## config.mk

```make
export PLATFORM = sky130hd
export DESIGN_NAME = instr_mem_fetch_flat
export DESIGN_NICKNAME = d
export VERILOG_FILES = /design/src/rtl/instr_mem_fetch_if.sv /design/src/rtl/instr_mem_fetch.sv /design/src/flat_wrapper.sv
export SDC_FILE = /design/constraint.sdc
export NUM_CORES = 2
export LEC_CHECK = 0
export BUFFER_PORTS_ARGS = -buffer_cell sky130_fd_sc_hd__buf_2
export CORE_MARGIN = 8
export CORE_UTILIZATION = 50
export CTS_CLUSTER_SIZE = 10
export DETAILED_ROUTE_END_ITERATION = 7
export GPL_ROUTABILITY_DRIVEN = 0
export GPL_TIMING_DRIVEN = 1
export HOLD_SLACK_MARGIN = 0.12
export PLACE_DENSITY = 0.66
export SYNTH_ARGS = -nofsm -noshare
export SYNTH_HDL_FRONTEND = slang
export SYNTH_SLANG_ARGS = --single-unit
```

## constraint.sdc

```tcl
create_clock -name clk -period 3.85 [get_ports clk]
set_input_delay 0.77 -clock clk [delete_from_list [all_inputs] [get_ports clk]]
set_output_delay 0.77 -clock clk [all_outputs]
set_load 0.03 [all_outputs]
```

## src/rtl/instr_mem_fetch_if.sv

```systemverilog
// Fetch/load bundle between the IF stage (master) and the instruction memory (slave).
// Widths must match the parameters of the attached instr_mem_fetch instance.
interface instr_mem_fetch_if #(
    parameter int DATA_W = 32,
    parameter int ADDR_W = 32,
    parameter int CNT_W  = 16
);
    logic              fetch_en;
    logic              stall;
    logic              flush;
    logic [ADDR_W-1:0] address;
    logic [DATA_W-1:0] instruction;
    logic              instr_valid;
    logic              addr_fault;
    logic              load_en;
    logic [ADDR_W-1:0] load_addr;
    logic [DATA_W-1:0] load_data;
    logic [CNT_W-1:0]  fetch_count;

    modport master (
        output fetch_en, stall, flush, address, load_en, load_addr, load_data,
        input  instruction, instr_valid, addr_fault, fetch_count
    );

    modport slave (
        input  fetch_en, stall, flush, address, load_en, load_addr, load_data,
        output instruction, instr_valid, addr_fault, fetch_count
    );
endinterface

```

## src/rtl/instr_mem_fetch.sv

```systemverilog
// Synchronous-read instruction memory: one-cycle registered fetch with valid/fault tags and a load port.
// Stall holds all outputs, flush inserts a bubble; same-index load and fetch on one edge return the new word.
module instr_mem_fetch #(
    parameter int                 DATA_W    = 32,
    parameter int                 ADDR_W    = 32,
    parameter int                 DEPTH     = 64,
    parameter logic [DATA_W-1:0]  NOP_INSTR = 32'h0000_0000,
    parameter int                 CNT_W     = 16
) (
    input  logic               clk,
    input  logic               reset,
    instr_mem_fetch_if.slave   bus
);
    localparam int                IDX_W     = ADDR_W - 2;
    localparam int                MEM_AW    = (DEPTH > 1) ? $clog2(DEPTH) : 1;
    localparam logic [IDX_W-1:0]  DEPTH_IDX = IDX_W'(DEPTH);
    localparam logic [CNT_W-1:0]  CNT_MAX   = '1;

    logic [DATA_W-1:0] mem [DEPTH];

    logic [IDX_W-1:0]  rd_idx;
    logic [IDX_W-1:0]  wr_idx;
    logic              rd_legal;
    logic              wr_legal;
    logic [DATA_W-1:0] rd_word;
    logic [1:0]        unused_load_lsbs;

    logic [DATA_W-1:0] instruction_q, instruction_d;
    logic              instr_valid_q, instr_valid_d;
    logic              addr_fault_q,  addr_fault_d;
    logic [CNT_W-1:0]  fetch_count_q, fetch_count_d;

    assign rd_idx           = bus.address[ADDR_W-1:2];
    assign wr_idx           = bus.load_addr[ADDR_W-1:2];
    assign unused_load_lsbs = bus.load_addr[1:0];

    // Range checks use the full word index so high address bits can never alias into the array.
    always_comb begin
        rd_legal = (bus.address[1:0] == 2'b00) && (rd_idx < DEPTH_IDX);
        wr_legal = bus.load_en && (wr_idx < DEPTH_IDX);
        if (wr_legal && (wr_idx == rd_idx)) begin
            rd_word = bus.load_data;
        end else begin
            rd_word = mem[rd_idx[MEM_AW-1:0]];
        end
    end

    always_comb begin
        instruction_d = instruction_q;
        instr_valid_d = instr_valid_q;
        addr_fault_d  = addr_fault_q;
        fetch_count_d = fetch_count_q;
        if (bus.flush) begin
            instruction_d = NOP_INSTR;
            instr_valid_d = 1'b0;
            addr_fault_d  = 1'b0;
        end else if (!bus.stall) begin
            if (bus.fetch_en && rd_legal) begin
                instruction_d = rd_word;
                instr_valid_d = 1'b1;
                addr_fault_d  = 1'b0;
                if (fetch_count_q != CNT_MAX) begin
                    fetch_count_d = fetch_count_q + 1'b1;
                end
            end else begin
                instruction_d = NOP_INSTR;
                instr_valid_d = 1'b0;
                addr_fault_d  = bus.fetch_en;
            end
        end
    end

    always_ff @(posedge clk or posedge reset) begin
        if (reset) begin
            instruction_q <= NOP_INSTR;
            instr_valid_q <= 1'b0;
            addr_fault_q  <= 1'b0;
            fetch_count_q <= '0;
        end else begin
            instruction_q <= instruction_d;
            instr_valid_q <= instr_valid_d;
            addr_fault_q  <= addr_fault_d;
            fetch_count_q <= fetch_count_d;
        end
    end

    // Program contents survive reset, so the array sits outside the reset domain.
    always_ff @(posedge clk) begin
        if (wr_legal) begin
            mem[wr_idx[MEM_AW-1:0]] <= bus.load_data;
        end
    end

    assign bus.instruction = instruction_q;
    assign bus.instr_valid = instr_valid_q;
    assign bus.addr_fault  = addr_fault_q;
    assign bus.fetch_count = fetch_count_q;
endmodule

```

## src/flat_wrapper.sv

```systemverilog
// flat-port wrapper written by rule: the top's interface ports become plain ports
module instr_mem_fetch_flat 
#(
    parameter int                 DATA_W    = 32,
    parameter int                 ADDR_W    = 32,
    parameter int                 DEPTH     = 64,
    parameter logic [DATA_W-1:0]  NOP_INSTR = 32'h0000_0000,
    parameter int                 CNT_W     = 16
)
  (clk, reset, bus_fetch_en, bus_stall, bus_flush, bus_address, bus_load_en, bus_load_addr, bus_load_data, bus_instruction, bus_instr_valid, bus_addr_fault, bus_fetch_count);
  instr_mem_fetch_if #(.DATA_W(DATA_W), .ADDR_W(ADDR_W), .CNT_W(CNT_W)) bus_i ();
  input  logic clk;
  input  logic reset;
  input wire logic [$bits(bus_i.fetch_en)-1:0] bus_fetch_en;
  input wire logic [$bits(bus_i.stall)-1:0] bus_stall;
  input wire logic [$bits(bus_i.flush)-1:0] bus_flush;
  input wire logic [$bits(bus_i.address)-1:0] bus_address;
  input wire logic [$bits(bus_i.load_en)-1:0] bus_load_en;
  input wire logic [$bits(bus_i.load_addr)-1:0] bus_load_addr;
  input wire logic [$bits(bus_i.load_data)-1:0] bus_load_data;
  output wire logic [$bits(bus_i.instruction)-1:0] bus_instruction;
  output wire logic [$bits(bus_i.instr_valid)-1:0] bus_instr_valid;
  output wire logic [$bits(bus_i.addr_fault)-1:0] bus_addr_fault;
  output wire logic [$bits(bus_i.fetch_count)-1:0] bus_fetch_count;
  assign bus_i.fetch_en = bus_fetch_en;
  assign bus_i.stall = bus_stall;
  assign bus_i.flush = bus_flush;
  assign bus_i.address = bus_address;
  assign bus_i.load_en = bus_load_en;
  assign bus_i.load_addr = bus_load_addr;
  assign bus_i.load_data = bus_load_data;
  assign bus_instruction = bus_i.instruction;
  assign bus_instr_valid = bus_i.instr_valid;
  assign bus_addr_fault = bus_i.addr_fault;
  assign bus_fetch_count = bus_i.fetch_count;
  instr_mem_fetch #(.DATA_W(DATA_W), .ADDR_W(ADDR_W), .DEPTH(DEPTH), .NOP_INSTR(NOP_INSTR), .CNT_W(CNT_W)) u_core (.clk(clk), .reset(reset), .bus(bus_i));
endmodule
```

# Yosys cells after proc, flatten, opt, wreduce, memory -nomap -nowiden
# Memories as Yosys holds them, arrays and structs flattened.
# Cells that the tools add are included.
# W data, S select, Z words.
[totals]
elab_cells = 31
regBits = 50
n_memories = 1
ram_bits = 2048
input_bits = 102
[classes]
bitwise_logic = 2
eq_ne = 3
reduce_logical = 6
muxes = 12
order_cmp = 2
addsub = 1
[memory_table]
columns = ["memory", "depth", "width", "read_ports", "rd_ports_with_merged_regs", "wr", "line", "text"]
rows = [
  ["u_core.mem", 64, 32, 1, 0, 1, "instr_mem_fetch.sv:19", "logic [DATA_W-1:0] mem [DEPTH];"],
]
[op_table]
columns = ["op", "n"]
rows = [
  ["$mux W32", 4],
  ["$lt A30 B7 Y1 const B", 2],
  ["$eq A30 B30 Y1", 1],
  ["$add A16 B1 Y16 const B", 1],
  ["$ne A16 B16 Y1 const B", 1],
  ["$mux W1", 8],
  ["$logic_and A1 B1 Y1", 4],
  ["$reduce_and A4 Y1", 1],
  ["$logic_not A2 Y1", 1],
  ["$ne A2 B1 Y1 const B", 1],
  ["$not A1 Y1", 2],
]

# Longest topological paths before layout
[logic_depth]
ltp_word = 7
ltp_mapped = 12
mapped_depth_nobuf = 6

# Worst setup path after synthesis
# OpenSTA, ideal clock, no wires.
[synth_path]
kind = "input -> register"
startpoint = "input bus_load_addr[31]"
endpoint = "memory u_core.mem[58][0], enable pin"
t_required_ns = 3.429
path_buffers = 0
setup_time_ns = 0.421
cell_stages = 5
arrival_ns = 3.183
slack_ns = 0.246
path_cell_list = "nor4b_1 -> nand4_1 -> nor3_1 -> nand3b_1 -> nor2_1"
[synth_between]
elab_chain_len = 4
[synth_lines]
columns = ["item", "line", "text"]
rows = [
  ["start: declaration", "flat_wrapper.sv:19", "input wire logic [$bits(bus_i.load_addr)-1:0] bus_load_addr;"],
  ["$lt A30 B7 Y1", "instr_mem_fetch.sv:40", "wr_legal = bus.load_en && (wr_idx < DEPTH_IDX);"],
  ["$logic_and A1 B1 Y1", "instr_mem_fetch.sv:40", ""],
  ["$mux W1", "instr_mem_fetch.sv:89", "if (wr_legal) begin"],
  ["$mux W1 (not written as such)", "instr_mem_fetch.sv:90", "mem[wr_idx[MEM_AW-1:0]] <= bus.load_data;"],
  ["end: declaration", "instr_mem_fetch.sv:19", ""],
]
# Every way passes these cells.

# Worst setup path after layout
[layout_path]
startpoint = "input bus_address[2]"
endpoint = "register u_core.instruction_q[1], in the netlist u_core.bus.instruction[1]"
[layout_between]
elab_chain_len = 6
word_cells_on_any_way = 10
[layout_lines]
columns = ["item", "line", "text"]
rows = [
  ["start: declaration", "flat_wrapper.sv:17", "input wire logic [$bits(bus_i.address)-1:0] bus_address;"],
  ["$lt A30 B7 Y1 or $eq A30 B30 Y1 (tied branches)", "instr_mem_fetch.sv:39, instr_mem_fetch.sv:41", ""],
  ["$logic_and A1 B1 Y1, on equally long branches", "instr_mem_fetch.sv:39, instr_mem_fetch.sv:41", ""],
  ["$logic_and A1 B1 Y1 or $mux W32 (tied branches)", "instr_mem_fetch.sv:58, instr_mem_fetch.sv:41", ""],
  ["$mux W32 (*)", "instr_mem_fetch.sv:58", "if (bus.fetch_en && rd_legal) begin"],
  ["$mux W32 (*)", "instr_mem_fetch.sv:57", "end else if (!bus.stall) begin"],
  ["$mux W32 (*)", "instr_mem_fetch.sv:53", "if (bus.flush) begin"],
  ["end signal: assignment", "instr_mem_fetch.sv:80", "instruction_q <= instruction_d;"],
  ["end: declaration", "instr_mem_fetch.sv:28", "logic [DATA_W-1:0] instruction_q, instruction_d;"],
]
# Every way passes the cells marked *; elsewhere a longest branch is shown, timed or not. The select of a mux whose other input is x is not followed.
# A chain may end at the register's enable or synchronous reset.

==> results.json <==
{
  "seq_area_frac_synth_pct": 76.63,
  "cp.arrival_ps": 3380,
  "clkSinkCount": 2098,
  "cts.repair.resized": 0,
  "cts_buffer_depth": 3,
  "synth_ff_type": "edfxtp_1",
  "initial_core_util_pct": 50.31,
  "cts-root-buf": "clkbuf_16",
  "yosysUniqueCellTypes": 67,
  "hpwl_um": 125000,
  "fp.coreArea_um2": 162800,
  "die_w_um": 420.7,
  "grt_pass1_wl_um": 314600,
  "grt_usage_pct": 25.00,
  "cts_made_buffers": 230,
  "layout-drive-gt1-share_pct": 28.11,
  "finalSetupViolCount": 0,
  "fin_crit_sh_pct": 70.27,
  "post-route-drc-count": 0,
  "cp_max_fo": 45,
  "hold_viol_final": 0,
  "drt_wl_total_um": 222600,
  "grt_max_degree": 66,
  "drt_iter0_markers": 5800,
  "relSlewSlack_pct": 12.40,
  "max_cap_viol_count": 0,
  "critPathLaunchType": "input pin",
  "placed_cells": 6202,
  "portBuffers": 149,
  "synthArstFlopShare_pct": 2.383,
  "worst_pin_slew_ps": 1314,
  "clkLatencyLatePin_ps": 850,
  "syn-cell-area_um2": 81890,
  "vias_per_cell": 6.398,
  "crit_type": "input pin to flip-flop",
  "required_ps": 4520,
  "drt.antenna.violating_nets": 0,
  "status": "finished, final reports clean",
  "setup_tns_ps": 0,
  "avgSynthCellArea_um2": 21.40,
  "yosys_warnings": 0,
  "hold_path.class": "input pin to flip-flop",
  "syn_nets": 3929,
  "grt-ovfl-total": 0,
  "drt_first_pass_iters": 6,
  "min_period_ps": 2706,
  "layout.nets": 4364,
  "fp.dieArea_um2": 177000,
  "antenna_found_initial": 15,
  "cts_tree": "yes",
  "synthesis.instances": 3826,
  "synth-seq-cells": 2098,
  "fin_cells": 6569,
  "syn_to_final_growth_pct": 15.09,
  "synth_edf_count": 2048,
  "grt_pass1_vias": 42150,
  "rows": 148,
  "clkTransAtPathRegs_ps": 60,
  "grt_setup_unrepaired": "false",
  "p_leak_nw": 30.35,
  "cts_setup_buffers": 0,
  "ir_drop_uv": 500.8,
  "fmax_mhz": 369.6,
  "p_per_area_nw_per_um2": 498.1,
  "end_kind": "flip-flop",
  "vias": 42030,
  "htree_levels": 4,
  "wire_per_inst_um": 33.89,
  "pin_count": 152,
  "hold_buffers": 2,
  "die_h_um": 420.7,
  "skew_ps": 53.00,
  "finalMaxSlewViolations": 0
}
where the power goes:
| part | total [W] | internal, W | switching [W] |
|---|---|---|---|
| clock network | 0.0195 | 0.0110 | 0.00853 |
| logic | 0.00235 | 0.000879 | 0.00147 |
| registers | 0.0251 | 0.0251 | 0.000000610 |
| total | 0.0469 | 0.0369 | 0.0100 |
cell families after synthesis:
logic type,count (synthesis),synth area share (%)
adder cells (fa/ha/maj),1,0.01528
multiplexers,711,15.69
flip-flops,2098,76.63
XOR/XNOR,43,0.4599
AO/OA/AOI/OAI,342,2.978
AND/OR/NAND/NOR,407,2.355
buffers and inverters,224,1.870
Yosys cell counts, types with 6 or more instances:
cell type,number,area [um^2]
mux2_2,22,247.7
mux2i_1,233,2332
buf_2,67,335.3
a221o_1,11,110.1
clkbuf_1,69,259.0
buf_6,24,270.3
nor3_1,14,70.07
a32oi_1,12,105.1
nand4_1,21,131.4
buf_12,8,160.2
a22oi_1,39,292.8
dfrtp_1,50,1251
a31oi_1,31,193.9
o21ai_0,44,220.2
buf_1,8,30.03
nand2_1,143,536.8
nor4_1,18,112.6
o221ai_1,7,61.31
nor2_1,97,364.1
o21ai_1,33,165.2
buf_4,22,165.2
a211oi_1,9,67.56
nand3_1,30,150.1
inv_1,7,26.28
a21oi_1,37,185.2
a221oi_1,51,446.7
and3_1,22,137.6
o22a_1,6,52.55
mux4_2,456,10270
nor2b_1,8,50.05
edfxtp_1,2048,61500
buf_8,19,285.3
o211ai_1,16,120.1
xnor2_1,41,359.1
and2_1,19,118.9
nand2b_1,9,56.30
o31ai_1,15,112.6
sequential cells by signal (all words and copies together) (netlist names):
name                    flops
u_core.mem               2048
u_core.bus.instruction     32
u_core.bus.instr_valid      1
u_core.bus.addr_fault       1
u_core.bus.fetch_count     16
layout by cell type, fill, tap and decap left out, types with 15 or more instances in the layout:
master / netlist / routed
a21oi_1: 37 / 37
a221oi_1: 51 / 51
a22oi_1: 39 / 39
a31oi_1: 31 / 31
and2_1: 19 / 19
and3_1: 22 / 21
buf_12: 8 / 102
buf_2: 67 / 145
buf_4: 22 / 168
clkbuf_1: 69 / 114
clkbuf_16: 0 / 230
dfrtp_1: 50 / 50
edfxtp_1: 2048 / 2048
mux2_2: 22 / 22
mux2i_1: 233 / 233
mux4_2: 456 / 456
nand2_1: 143 / 143
nand3_1: 30 / 30
nand4_1: 21 / 21
nor2_1: 97 / 31
nor2_4: 0 / 65
nor4_1: 18 / 17
o211ai_1: 16 / 16
o21ai_0: 44 / 44
o21ai_1: 33 / 33
o31ai_1: 15 / 15
xnor2_1: 41 / 41
final timing paths:
kind / start / end / slack [ps] / cells past startpoint
worst min register to register: u_core.bus.instr_valid / u_core.bus.instr_valid / 470 / 2
worst min-delay path: bus_stall / u_core.bus.addr_fault / 200 / 3
worst max register to register: u_core.mem[15][4] / u_core.bus.instruction[4] / 1350 / 7
max in group asynchronous: reset / u_core.bus.instr_valid / 2290 / 4
worst max-delay path: bus_address[2] / u_core.bus.instruction[1] / 1140 / 9
min in group asynchronous: reset / u_core.bus.instruction[11] / 680 / 3
critical path: stages:
cell and delay [ps]:
buf_8 330, buf_12 400, buf_4 290, mux4_2 540
mux2i_1 200, mux2i_1 110, o22a_1 340, o211ai_1 190
o21ai_1 120
metrics by stage:
stage          setup WS, ps  total power (W)  cell area (um^2)  util [%]  hold WS [ps]
3_5_place_dp          333.1          0.02788             87710     53.88         468.2
2_1_floorplan         245.8          0.02683             81890         -         650.3
4_1_cts                1163          0.04716             94250     57.90         147.6
6_report               1144          0.04694             94250     57.90         203.9
3_3_place_gp          300.0          0.02784             87710     53.88         460.0
5_1_grt               984.0          0.04818             94250     57.90         189.4
layer usage:
layer  global-route usage [%]  vias up  wire length (um)
li1                         -    16920                 -
met1                    34.29    22550             86820
met2                    40.82     2162            108800
met3                    4.791      388             19450
met4                    8.214        4              7519
met5                        0        -                25
area by class of cell:
class                   count  area (um^2)
diodes                      1        2.502
clock buffers             345         6197
repair buffers            420         4094
fillers                 11670        68520
inverters                   7        35.03
flip-flops and latches   2098        62750
multi-input cells        1504        18130
clock inverters            19        320.3
well taps                2175         2721
Note: power is estimated with default switching activity, not from simulation.
